## config.mk

```make
export PLATFORM = sky130hd
export DESIGN_NAME = input_debouncer
export DESIGN_NICKNAME = d
export VERILOG_FILES = /design/src/rtl/input_debouncer.sv
export SDC_FILE = /design/constraint.sdc
export NUM_CORES = 1
export LEC_CHECK = 0
export ABC_CLOCK_PERIOD_IN_PS = 3050
export BUFFER_PORTS_ARGS = -buffer_cell sky130_fd_sc_hd__buf_4
export CAP_MARGIN = 20
export CORE_AREA = 10 10 48 87
export DETAILED_ROUTE_END_ITERATION = 8
export DIE_AREA = 0 0 58 97
export PLACE_DENSITY = 0.64
export SYNTH_ARGS = -nofsm -noshare
export SYNTH_HDL_FRONTEND = slang
export SYNTH_SLANG_ARGS = --single-unit
export TNS_END_PERCENT = 50
```

## constraint.sdc

```tcl
create_clock -name clk -period 3.05 [get_ports clk]
set_input_delay 0.4575 -clock clk [delete_from_list [all_inputs] [get_ports clk]]
set_output_delay 0.4575 -clock clk [all_outputs]
set_load 0.02 [all_outputs]
```

## src/rtl/input_debouncer.sv

```systemverilog
`default_nettype none
// +---------------------------------------------------------------------------+
// | input_debouncer: synchronizes, debounces and edge-detects one raw input.  |
// | Revision 1.0                                                              |
// +---------------------------------------------------------------------------+
module input_debouncer #(
    parameter int SYNC_STAGES     = 2,
    parameter int DEBOUNCE_CYCLES = 4
) (
    input  logic       clk,
    input  logic       reset,
    input  logic       d_raw,
    input  logic       en,
    output logic       d_clean,
    output logic       rise,
    output logic       fall,
    output logic [7:0] glitch_cnt
);

    localparam logic [1:0] IDLE_LO  = 2'd0;
    localparam logic [1:0] CHECK_HI = 2'd1;
    localparam logic [1:0] IDLE_HI  = 2'd2;
    localparam logic [1:0] CHECK_LO = 2'd3;

    localparam logic [7:0] CNT_LAST = 8'(DEBOUNCE_CYCLES - 1);

    logic [SYNC_STAGES-1:0] sync;
    logic                   s;
    logic [1:0]             state;
    logic [1:0]             state_nx;
    logic [7:0]             cnt;
    logic [7:0]             cnt_nx;
    logic                   clean_nx;
    logic                   rise_nx;
    logic                   fall_nx;
    logic                   glitch_inc;

    assign s = sync[SYNC_STAGES-1];

    // The synchronizer runs regardless of en so s is always current on resume.
    always_ff @(posedge clk or negedge reset) begin
        if (!reset) begin
            sync <= '0;
        end else begin
            sync <= {sync[SYNC_STAGES-2:0], d_raw};
        end
    end

    always_comb begin
        state_nx   = state;
        cnt_nx     = cnt;
        clean_nx   = d_clean;
        rise_nx    = 1'b0;
        fall_nx    = 1'b0;
        glitch_inc = 1'b0;
        if (en) begin
            case (state)
                IDLE_LO: begin
                    if (s) begin
                        state_nx = CHECK_HI;
                        cnt_nx   = 8'd1;
                    end
                end
                CHECK_HI: begin
                    if (s) begin
                        if (cnt == CNT_LAST) begin
                            state_nx = IDLE_HI;
                            clean_nx = 1'b1;
                            rise_nx  = 1'b1;
                            cnt_nx   = 8'd0;
                        end else begin
                            cnt_nx = cnt + 8'd1;
                        end
                    end else begin
                        state_nx   = IDLE_LO;
                        cnt_nx     = 8'd0;
                        glitch_inc = 1'b1;
                    end
                end
                IDLE_HI: begin
                    if (!s) begin
                        state_nx = CHECK_LO;
                        cnt_nx   = 8'd1;
                    end
                end
                CHECK_LO: begin
                    if (!s) begin
                        if (cnt == CNT_LAST) begin
                            state_nx = IDLE_LO;
                            clean_nx = 1'b0;
                            fall_nx  = 1'b1;
                            cnt_nx   = 8'd0;
                        end else begin
                            cnt_nx = cnt + 8'd1;
                        end
                    end else begin
                        state_nx   = IDLE_HI;
                        cnt_nx     = 8'd0;
                        glitch_inc = 1'b1;
                    end
                end
                default: begin
                    state_nx = IDLE_LO;
                    cnt_nx   = 8'd0;
                end
            endcase
        end
    end

    always_ff @(posedge clk or negedge reset) begin
        if (!reset) begin
            state      <= IDLE_LO;
            cnt        <= 8'd0;
            d_clean    <= 1'b0;
            rise       <= 1'b0;
            fall       <= 1'b0;
            glitch_cnt <= 8'd0;
        end else begin
            state   <= state_nx;
            cnt     <= cnt_nx;
            d_clean <= clean_nx;
            rise    <= rise_nx;
            fall    <= fall_nx;
            if (glitch_inc && (glitch_cnt != 8'hFF)) begin
                glitch_cnt <= glitch_cnt + 8'd1;
            end
        end
    end

endmodule
`default_nettype wire

```

==> impl_metrics.tcl, run 1 <==
set metrics [dict create \
    status "finished, final reports clean" \
    core_um2 2770 \
    fin_util_pct 45.4 \
    dp.cells 142 \
    htreeDepth 1 \
    reg2regPathDepth 5 \
    clock_skew_ps 3.04 \
    rsz0062_at_grt "false" \
    drt_iter0_markers 17 \
    setup_tns_ps 0 \
    ir_drop_mv 0.520 \
    finalSetupViolCount 0 \
    ys_warn_count 0 \
    synth-edff-count 0 \
    track_usage_pct 8.89 \
    reg2reg_setup_slack_ps 1150 \
    rows 27 \
    wl_per_cell_um 15.5 \
    synth_top_flop_cell "dfrtp_1" \
    grt_pass1_vias 901 \
    finalHoldViolations 0 \
    yosysMostFrequentCell "dfrtp_1" \
    holdWs_ps 63.3 \
    layout.nets 124 \
    die_w_um 58 \
    synth.avg_cell_area_um2 10.8 \
    synthTopCellsByArea "dfrtp_1, xnor2_1, nand4_1, a22o_1, and3_1" \
    path_class "register to register" \
    layout-drive-gt1-share_pct 17.9 \
    synth_fp_nets 105 \
    cts_root_buf "clkbuf_8" \
    arrival_ps 2100 \
    gp_congestion 0.784 \
    pin_count 15 \
    r2r-end "cnt[5]" \
    viasPerCell 5.71 \
    leakage_nw 0.579 \
    synthArstFlopShare_pct 100 \
    worstSetupStartpointType "register" \
    p_comb_share_pct 33.8 \
    first_pass_iters 4 \
    yosysSeqAreaShare_pct 53.7 \
    clk_pin_slew_worst_paths_ps 80 \
    fillers 277 \
    end_kind "register" \
    grt_max_degree 24 \
    path_buf_inv 0 \
    swShare_pct 37.9 \
    path_cells "ha_1, nor3b_1, a211o_2, or4_1, o21ai_1" \
    clockBufferDepth 2 \
    syn_area_um2 1070 \
    syn_inst 99 \
    sequentialPowerShare_pct 46.2 \
    initial_utilization_pct 38.7 \
    hp-class "primary input to async pin" \
    yosysTopAreaCell "dfrtp_1" \
    powerDensity_nw_per_um2 763 \
    insertion_delay_ps 270 \
    maxCapViolCount 0 \
    area_growth_pct 17.5 \
    synth-seq-cells 23 \
    dpl_worst_slack_ps 1150 \
    p_int_uw 596 \
    path_max_fanout 7 \
    fin_area_um2 1260 \
    tightest_slew_ps 538 \
    ys_types 29 \
    timing.final.crit_share_pct 62.4 \
    cp_slowest_stage_delay_ps 480 \
    cts_setup_buffers 0 \
    grt_pass1_wl_um 4150 \
    pwr-share-clk_pct 20.0 \
    antenna_cells 0 \
    grt_overflow 0 \
    final_antenna_net_count 0 \
    critPathTopFamily "simple AND/OR/NAND/NOR gates" \
    hpwl_um 1770 \
    die_h_um 97 \
    fp.dieArea_um2 5630 \
    postCtsHoldBufs 0 \
    drv_slew 0 \
    setup_ws_ps 1150 \
    clock_sink_count 23 \
    p_sw_uw 365 \
    numCtsBuffers 3 \
    crit_path_top_delay_cell "or4_1" \
    min_period_ps 1900 \
    synth_top_area_share_pct 53.7 \
    fmax_mhz 526 \
    cts_resized 0 \
    required_ps 3250 \
    drt-total-wl_um 2270 \
    dpl_cell_area_um2 1210 \
    reg2reg_from "cnt[0]" \
    cts_tree "done" \
    fin_cells 146 \
    synthTopCellsByCount "dfrtp_1, nor2_1, nand3_1, nand4_1, xnor2_1" \
    antenna_found_initial 0 \
    relSlewSlack_pct 63.8 \
    dr_total_vias 833 \
    port_buffers 14 \
    drc 0 \
    finalPower_uw 961 \
]
## cells in the final DEF, fill, tap and decap left out, drive strengths merged, types with 2 or more instances in the layout
cell    Yosys  final
or4         2      2
mux2        2      2
nor3b       2      2
nand2       5      5
a22o        4      4
nand3       6      6
nand4       6      6
and3        5      5
clkbuf      0      3
a21oi       4      4
ha          2      2
dfrtp      23     23
inv         3      3
xor2        3      3
o21ai       7      7
buf         0     14
nor2        8      8
xnor2       6      6
## area by class of cell
class | count | area, um^2 | area share (%)
Clock buffer | 3 | 41.3 | 3.28
Clock inverter | 1 | 5.00 | 0.398
Inverter | 3 | 11.3 | 0.895
Multi-Input combinational cell | 73 | 484 | 38.5
Sequential cell | 23 | 576 | 45.7
Tap cell | 29 | 36.3 | 2.88
Timing Repair Buffer | 14 | 105 | 8.35
## power by group through the flow
stage               registers (mW)  logic, mW  clock network [mW]
floorplan                    0.468      0.186                   0
global placement             0.445      0.324                   0
detailed placement           0.449      0.330                   0
CTS                          0.444      0.331               0.192
global route                 0.454      0.375               0.207
finish                       0.444      0.325               0.192
## registers in the layout (all words and copies together) (netlist names), named ones only
name and count:
sync 2, state 1, fall 1, cnt 8
glitch_cnt 8, rise 1, d_clean 1
## worst reg2reg max path: stages (launching register included)
cell and delay, ps:
dfrtp_1 440, ha_1 260, nor3b_1 180, a211o_2 400, or4_1 480, o21ai_1 90
## layer usage
layer  vias up  wire, um  GRT usage (%)
met5         -         0              0
met4         0        72           4.71
met1       410       928           9.05
met3         6        84           2.75
li1        400         -              -
met2        17      1190           15.2
## worst max path at each step
stage,cells past startpoint,startpoint,slack [ps],to
6_report,5,cnt[0],1150,cnt[5]
5_1_grt,5,cnt[0],1000,register
4_1_cts,5,cnt[0],1140,cnt[5]
3_5_place_dp,5,cnt[0],1150,register
3_3_place_gp,5,cnt[0],1190,cnt[5]
2_1_floorplan,4,glitch_cnt[0],1260,glitch_cnt[1]
## cells by family (layout without fill, tap and decap cells)
group                    after synthesis  count (layout)  share of synthesized area [%]
adder cells (fa/ha/maj)                2               2                           2.34
AND/OR/NAND/NOR                       38              38                           18.8
AO/OA/AOI/OAI                         21              21                           13.7
flip-flops                            23              23                           53.7
XOR/XNOR                               9               9                           7.36
multiplexers                           3               3                           3.04
buffers and inverters                  3              21                           1.05
Note: power is estimated with default switching activity, not from simulation.
==> inputs of run 2 (changes only) <==
--- a/config.mk
+++ b/config.mk
@@ -5,13 +5,13 @@
 export SDC_FILE = /design/constraint.sdc
 export NUM_CORES = 1
 export LEC_CHECK = 0
-export ABC_CLOCK_PERIOD_IN_PS = 3050
+export ABC_CLOCK_PERIOD_IN_PS = 1700
 export BUFFER_PORTS_ARGS = -buffer_cell sky130_fd_sc_hd__buf_4
 export CAP_MARGIN = 20
 export CORE_AREA = 10 10 48 87
 export DETAILED_ROUTE_END_ITERATION = 8
 export DIE_AREA = 0 0 58 97
-export PLACE_DENSITY = 0.64
+export PLACE_DENSITY = 0.66
 export SYNTH_ARGS = -nofsm -noshare
 export SYNTH_HDL_FRONTEND = slang
 export SYNTH_SLANG_ARGS = --single-unit
==> constraint.sdc (replaced) <==
create_clock -name clk -period 1.7 [get_ports clk]
set_input_delay 0.255 -clock clk [delete_from_list [all_inputs] [get_ports clk]]
set_output_delay 0.255 -clock clk [all_outputs]
set_load 0.02 [all_outputs]
==> impl_metrics.tcl, run 2 (synthesis results as in run 1) <==
set metrics [dict create \
    pwr-share-clk_pct 17.1 \
    first_pass_iters 2 \
    grt_max_degree 24 \
    rows 27 \
    numCtsBuffers 3 \
    clock_sink_count 23 \
    fin_area_um2 1490 \
    fmax_mhz 577 \
    dr_total_vias 928 \
    swShare_pct 37.0 \
    cts_tree "done" \
    ir_drop_mv 0.780 \
    gp_congestion 0.824 \
    violations "setup timing" \
    drt-total-wl_um 2690 \
    leakage_nw 0.696 \
    multi_input_area_um2 544 \
    layout_common_cells "buf_4, dfrtp_1, nor2_1" \
    drt_iter0_markers 14 \
    drc 0 \
    arrival_ps 1930 \
    path_buf_inv 0 \
    die_w_um 58 \
    cp.depth 5 \
    die_h_um 97 \
    grt_pass1_vias 1036 \
    wl_met1_um 1000 \
    clockBufferDepth 2 \
    layout.nets 146 \
    reg2reg_from "cnt[1]" \
    clk_pin_slew_worst_paths_ps 80 \
    grt_pass1_wl_um 4510 \
    timing.final.crit_share_pct 102 \
    layout-drive-gt1-share_pct 35.3 \
    dpl_cell_area_um2 1370 \
    fillers 267 \
    track_usage_pct 9.70 \
    reg2regPathDepth 5 \
    finalHoldViolations 0 \
    powerDensity_nw_per_um2 1360 \
    top_layer "met4" \
    final_common_cell "buf_4" \
    path_cells "ha_2, nor3b_4, a211o_4, or4_1, o21ai_1" \
    fp.dieArea_um2 5630 \
    cp_slowest_stage_delay_ps 470 \
    crit_path_top_delay_cell "or4_1" \
    p_sw_uw 747 \
    drv_slew 0 \
    path_max_fanout 7 \
    initial_utilization_pct 38.7 \
    finalSetupViolCount 2 \
    critPathCapture "cnt[5]" \
    critPathTopFamily "simple AND/OR/NAND/NOR gates" \
    end_kind "register" \
    tightest_slew_ps 420 \
    p_int_mw 1.27 \
    relSlewSlack_pct 71.8 \
    viasPerCell 5.52 \
    insertion_delay_ps 270 \
    p_comb_share_pct 45.0 \
    hpwl_um 2110 \
    antenna_cells 0 \
    hp-class "primary input to register" \
    port_buffers 14 \
    seq_area_um2 578 \
    wl_met2_um 1560 \
    met3WireLength_um 74 \
    setup_ws_ps -32.5 \
    required_ps 1900 \
    min_period_ps 1730 \
    htreeDepth 1 \
    cts_root_buf "clkbuf_8" \
    fin_util_pct 53.7 \
    fin_cells 168 \
    core_um2 2770 \
    antenna_found_initial 0 \
    clock_skew_ps 2.67 \
    sequentialPowerShare_pct 37.9 \
    worstSetupStartpointType "register" \
    final_antenna_net_count 0 \
    pin_count 15 \
    rsz0062_at_grt "true" \
    status "finished, violations left" \
    path_class "register to register" \
    wl_per_cell_um 16.0 \
    maxCapViolCount 0 \
    dp.cells 160 \
    area_growth_pct 39.0 \
    reg_top3 "cnt: 8 flops, glitch_cnt: 8 flops, sync: 2 flops" \
    crit_path_start "cnt[1]" \
    r2r-end "cnt[5]" \
    grt_overflow 0 \
    reg2reg_setup_slack_ps -30 \
]
## run 2: layout make-up
| class | instances | share of cell area (%) |
|---|---|---|
| clock buffer | 3 | 2.77 |
| inverter | 3 | 0.756 |
| multi-input combinational | 73 | 36.6 |
| tap | 29 | 2.44 |
| sequential | 23 | 38.8 |
| clock inverter | 1 | 0.336 |
| timing repair buffer | 36 | 18.3 |
## run 2: how the worst min path moves through the flow
stage / cells past startpoint / startpoint / to
floorplan: 0 / reset / async pin
global placement: 1 / reset / rise
detailed placement: 1 / reset / fall
CTS: 1 / d_raw / sync[0]
global route: 1 / d_raw / sync[0]
finish: 1 / d_raw / sync[0]
## run 2: power groups by stage
stage / Clock, mW / Combinational [mW] / Sequential [mW]
floorplan: 0 / 0.366 / 0.847
global placement: 0 / 0.810 / 0.761
detailed placement: 0 / 0.836 / 0.768
CTS: 0.352 / 0.845 / 0.762
global route: 0.377 / 1.00 / 0.782
finish: 0.345 / 0.909 / 0.765
## run 2: timing repair
item / CTS / global route
setup endpoints to repair: 6 / 12
gates cloned: 0 / 0
gates resized for setup: 2 / 5
pin swaps: 1 / 5
hold endpoints to repair: 23 / 0
setup buffers: 0 / 3
hold buffers: 1 / 0
## run 2: routing by layer
| layer | track usage (%) | up-vias |
|---|---|---|
| li1 | - | 445 |
| met4 | 4.89 | 0 |
| met5 | 0 | - |
| met2 | 18.0 | 18 |
| met1 | 9.12 | 460 |
| met3 | 2.35 | 5 |
## run 2: stage by stage
stage / setup WS [ps] / hold slack, ps / setup TNS (ps) / power (mW)
after global routing: -84.2 / 81.7 / -223 / 2.16
after detailed placement: -11.3 / 170 / -36.2 / 1.60
final: -32.5 / 89.2 / -49.6 / 2.02
after global placement: -11.9 / 159 / -11.9 / 1.57
after CTS: -25.7 / 90.4 / -48.9 / 1.96
after floorplan: -2.06 / -40.6 / -2.06 / 1.21
==> inputs of run 3 (changes only) <==
--- a/config.mk
+++ b/config.mk
@@ -9,9 +9,10 @@
 export BUFFER_PORTS_ARGS = -buffer_cell sky130_fd_sc_hd__buf_4
 export CAP_MARGIN = 20
 export CORE_AREA = 10 10 48 87
+export CTS_CLUSTER_DIAMETER = 50
 export DETAILED_ROUTE_END_ITERATION = 8
 export DIE_AREA = 0 0 58 97
-export PLACE_DENSITY = 0.66
+export PLACE_DENSITY_LB_ADDON = 0.2
 export SYNTH_ARGS = -nofsm -noshare
 export SYNTH_HDL_FRONTEND = slang
 export SYNTH_SLANG_ARGS = --single-unit
==> impl_metrics.tcl, run 3 (synthesis results as in run 1) <==
set metrics [dict create \
    first_pass_iters 4 \
    crit_path_start "cnt[1]" \
    pwr-share-clk_pct 17.3 \
    area_growth_pct 40.4 \
    path_max_fanout 5 \
    cts_tree "done" \
    r2r-end "cnt[5]" \
    grt_max_degree 24 \
    ir_drop_mv 0.807 \
    insertion_delay_ps 270 \
    critPathTopFamily "simple AND/OR/NAND/NOR gates" \
    drv_slew 0 \
    reg_top3 "cnt: 8 flops, glitch_cnt: 8 flops, sync: 2 flops" \
    reg2regPathDepth 5 \
    final_antenna_net_count 0 \
    setup_tns_ps -88.0 \
    worstSetupStartpointType "register" \
    antenna_found_initial 0 \
    p_sw_uw 743 \
    clock_skew_ps 5.58 \
    violations "setup timing" \
    antenna_cells 0 \
    layout_common_cells "buf_4, dfrtp_1, nor2_1" \
    maxCapViolCount 0 \
    busiest_layer "met2" \
    p_int_mw 1.27 \
    setup_ws_ps -47.3 \
    powerDensity_nw_per_um2 1340 \
    fin_area_um2 1500 \
    htreeDepth 1 \
    track_usage_pct 9.67 \
    layout-drive-gt1-share_pct 39.1 \
    cts_root_buf "clkbuf_8" \
    initial_utilization_pct 38.7 \
    layout.nets 145 \
    hpwl_um 2090 \
    die_w_um 58 \
    rsz0062_at_grt "true" \
    swShare_pct 36.9 \
    grt_pass1_vias 1037 \
    use_met3_pct 1.83 \
    tightest_slew_ps 406 \
    clockBufferDepth 2 \
    finalHoldViolations 0 \
    clock_sink_count 23 \
    grt_util_met1_pct 8.73 \
    hp-class "primary input to register" \
    cp_slowest_stage_delay_ps 490 \
    arrival_ps 1950 \
    reg2reg_from "cnt[1]" \
    min_period_ps 1750 \
    final_common_cell "buf_4" \
    reg2reg_setup_slack_ps -50 \
    gp_congestion 0.797 \
    numCtsBuffers 3 \
    pin_count 15 \
    die_h_um 97 \
    dp.cells 160 \
    dr_total_vias 922 \
    finalSetupViolCount 2 \
    path_class "register to register" \
    crit_path_top_delay_cell "or4_4" \
    timing.final.crit_share_pct 103 \
    core_um2 2770 \
    end_kind "register" \
    rows 27 \
    sequentialPowerShare_pct 38.4 \
    path_buf_inv 0 \
    port_buffers 14 \
    min_to "sync[0]" \
    hold_depth 1 \
    fmax_mhz 572 \
    clk_pin_slew_worst_paths_ps 80 \
    drt_iter0_markers 4 \
    wl_per_cell_um 16.2 \
    leakage_nw 0.706 \
    p_comb_share_pct 44.3 \
    dpl_cell_area_um2 1370 \
    path_cells "ha_2, nor3b_4, a211o_4, or4_4, o21ai_2" \
    met2_usage_pct 18.8 \
    fp.dieArea_um2 5630 \
    viasPerCell 5.52 \
    grt_overflow 0 \
    grt_pass1_wl_um 4470 \
    required_ps 1900 \
    hold_start "d_raw" \
    relSlewSlack_pct 72.9 \
    drt-total-wl_um 2700 \
    status "finished, violations left" \
    fin_cells 167 \
    fin_util_pct 54.3 \
    drc 0 \
]
==> run 3: cell type report <==
cell class                 count  area (um^2)
sequential                    23          578
fill                         267         1270
tap                           29         36.3
clock buffer                   4         45.0
inverter                       3         11.3
multi-input combinational     73          568
timing repair buffer          35          265
==> run 3: per-stage QoR <==
| stage | setup slack, ps | hold WS (ps) | power (mW) |
|---|---|---|---|
| 3_3_place_gp | -59.0 | 162 | 1.56 |
| 6_report | -47.3 | 89.0 | 2.01 |
| 3_5_place_dp | -89.9 | 169 | 1.59 |
| 2_1_floorplan | -2.06 | -40.6 | 1.21 |
| 5_1_grt | -86.9 | 95.7 | 2.13 |
| 4_1_cts | -94.9 | 91.7 | 1.94 |
==> run 3: power by group through the flow <==
| stage | Sequential [mW] | Combinational, mW | Clock, mW |
|---|---|---|---|
| after global routing | 0.790 | 0.981 | 0.363 |
| after CTS | 0.764 | 0.831 | 0.349 |
| final | 0.773 | 0.891 | 0.349 |
| after detailed placement | 0.771 | 0.819 | 0 |
| after floorplan | 0.847 | 0.366 | 0 |
| after global placement | 0.761 | 0.800 | 0 |
==> run 3: what timing repair did <==
item                                    CTS  global route
hold buffers                              1             0
buffers inserted                          0             2
endpoints found under the hold margin    23             0
endpoints found under the setup margin    5             9
resized for setup                         2            11
pin swaps                                 1             1
==> run 3: worst max-delay path by stage <==
stage / end / slack [ps] / cells past startpoint
after global placement: register / -60 / 5
after global routing: cnt[5] / -90 / 5
final: cnt[5] / -50 / 5
after floorplan: register / -2 / 5
after detailed placement: cnt[5] / -90 / 5
after CTS: cnt[5] / -90 / 5
==> run 3: per-layer routing <==
layer	share of wire [%]	wire length, um
met1	36	963
met2	59	1610
met3	3.0	81
met4	1.8	49
met5	0	0
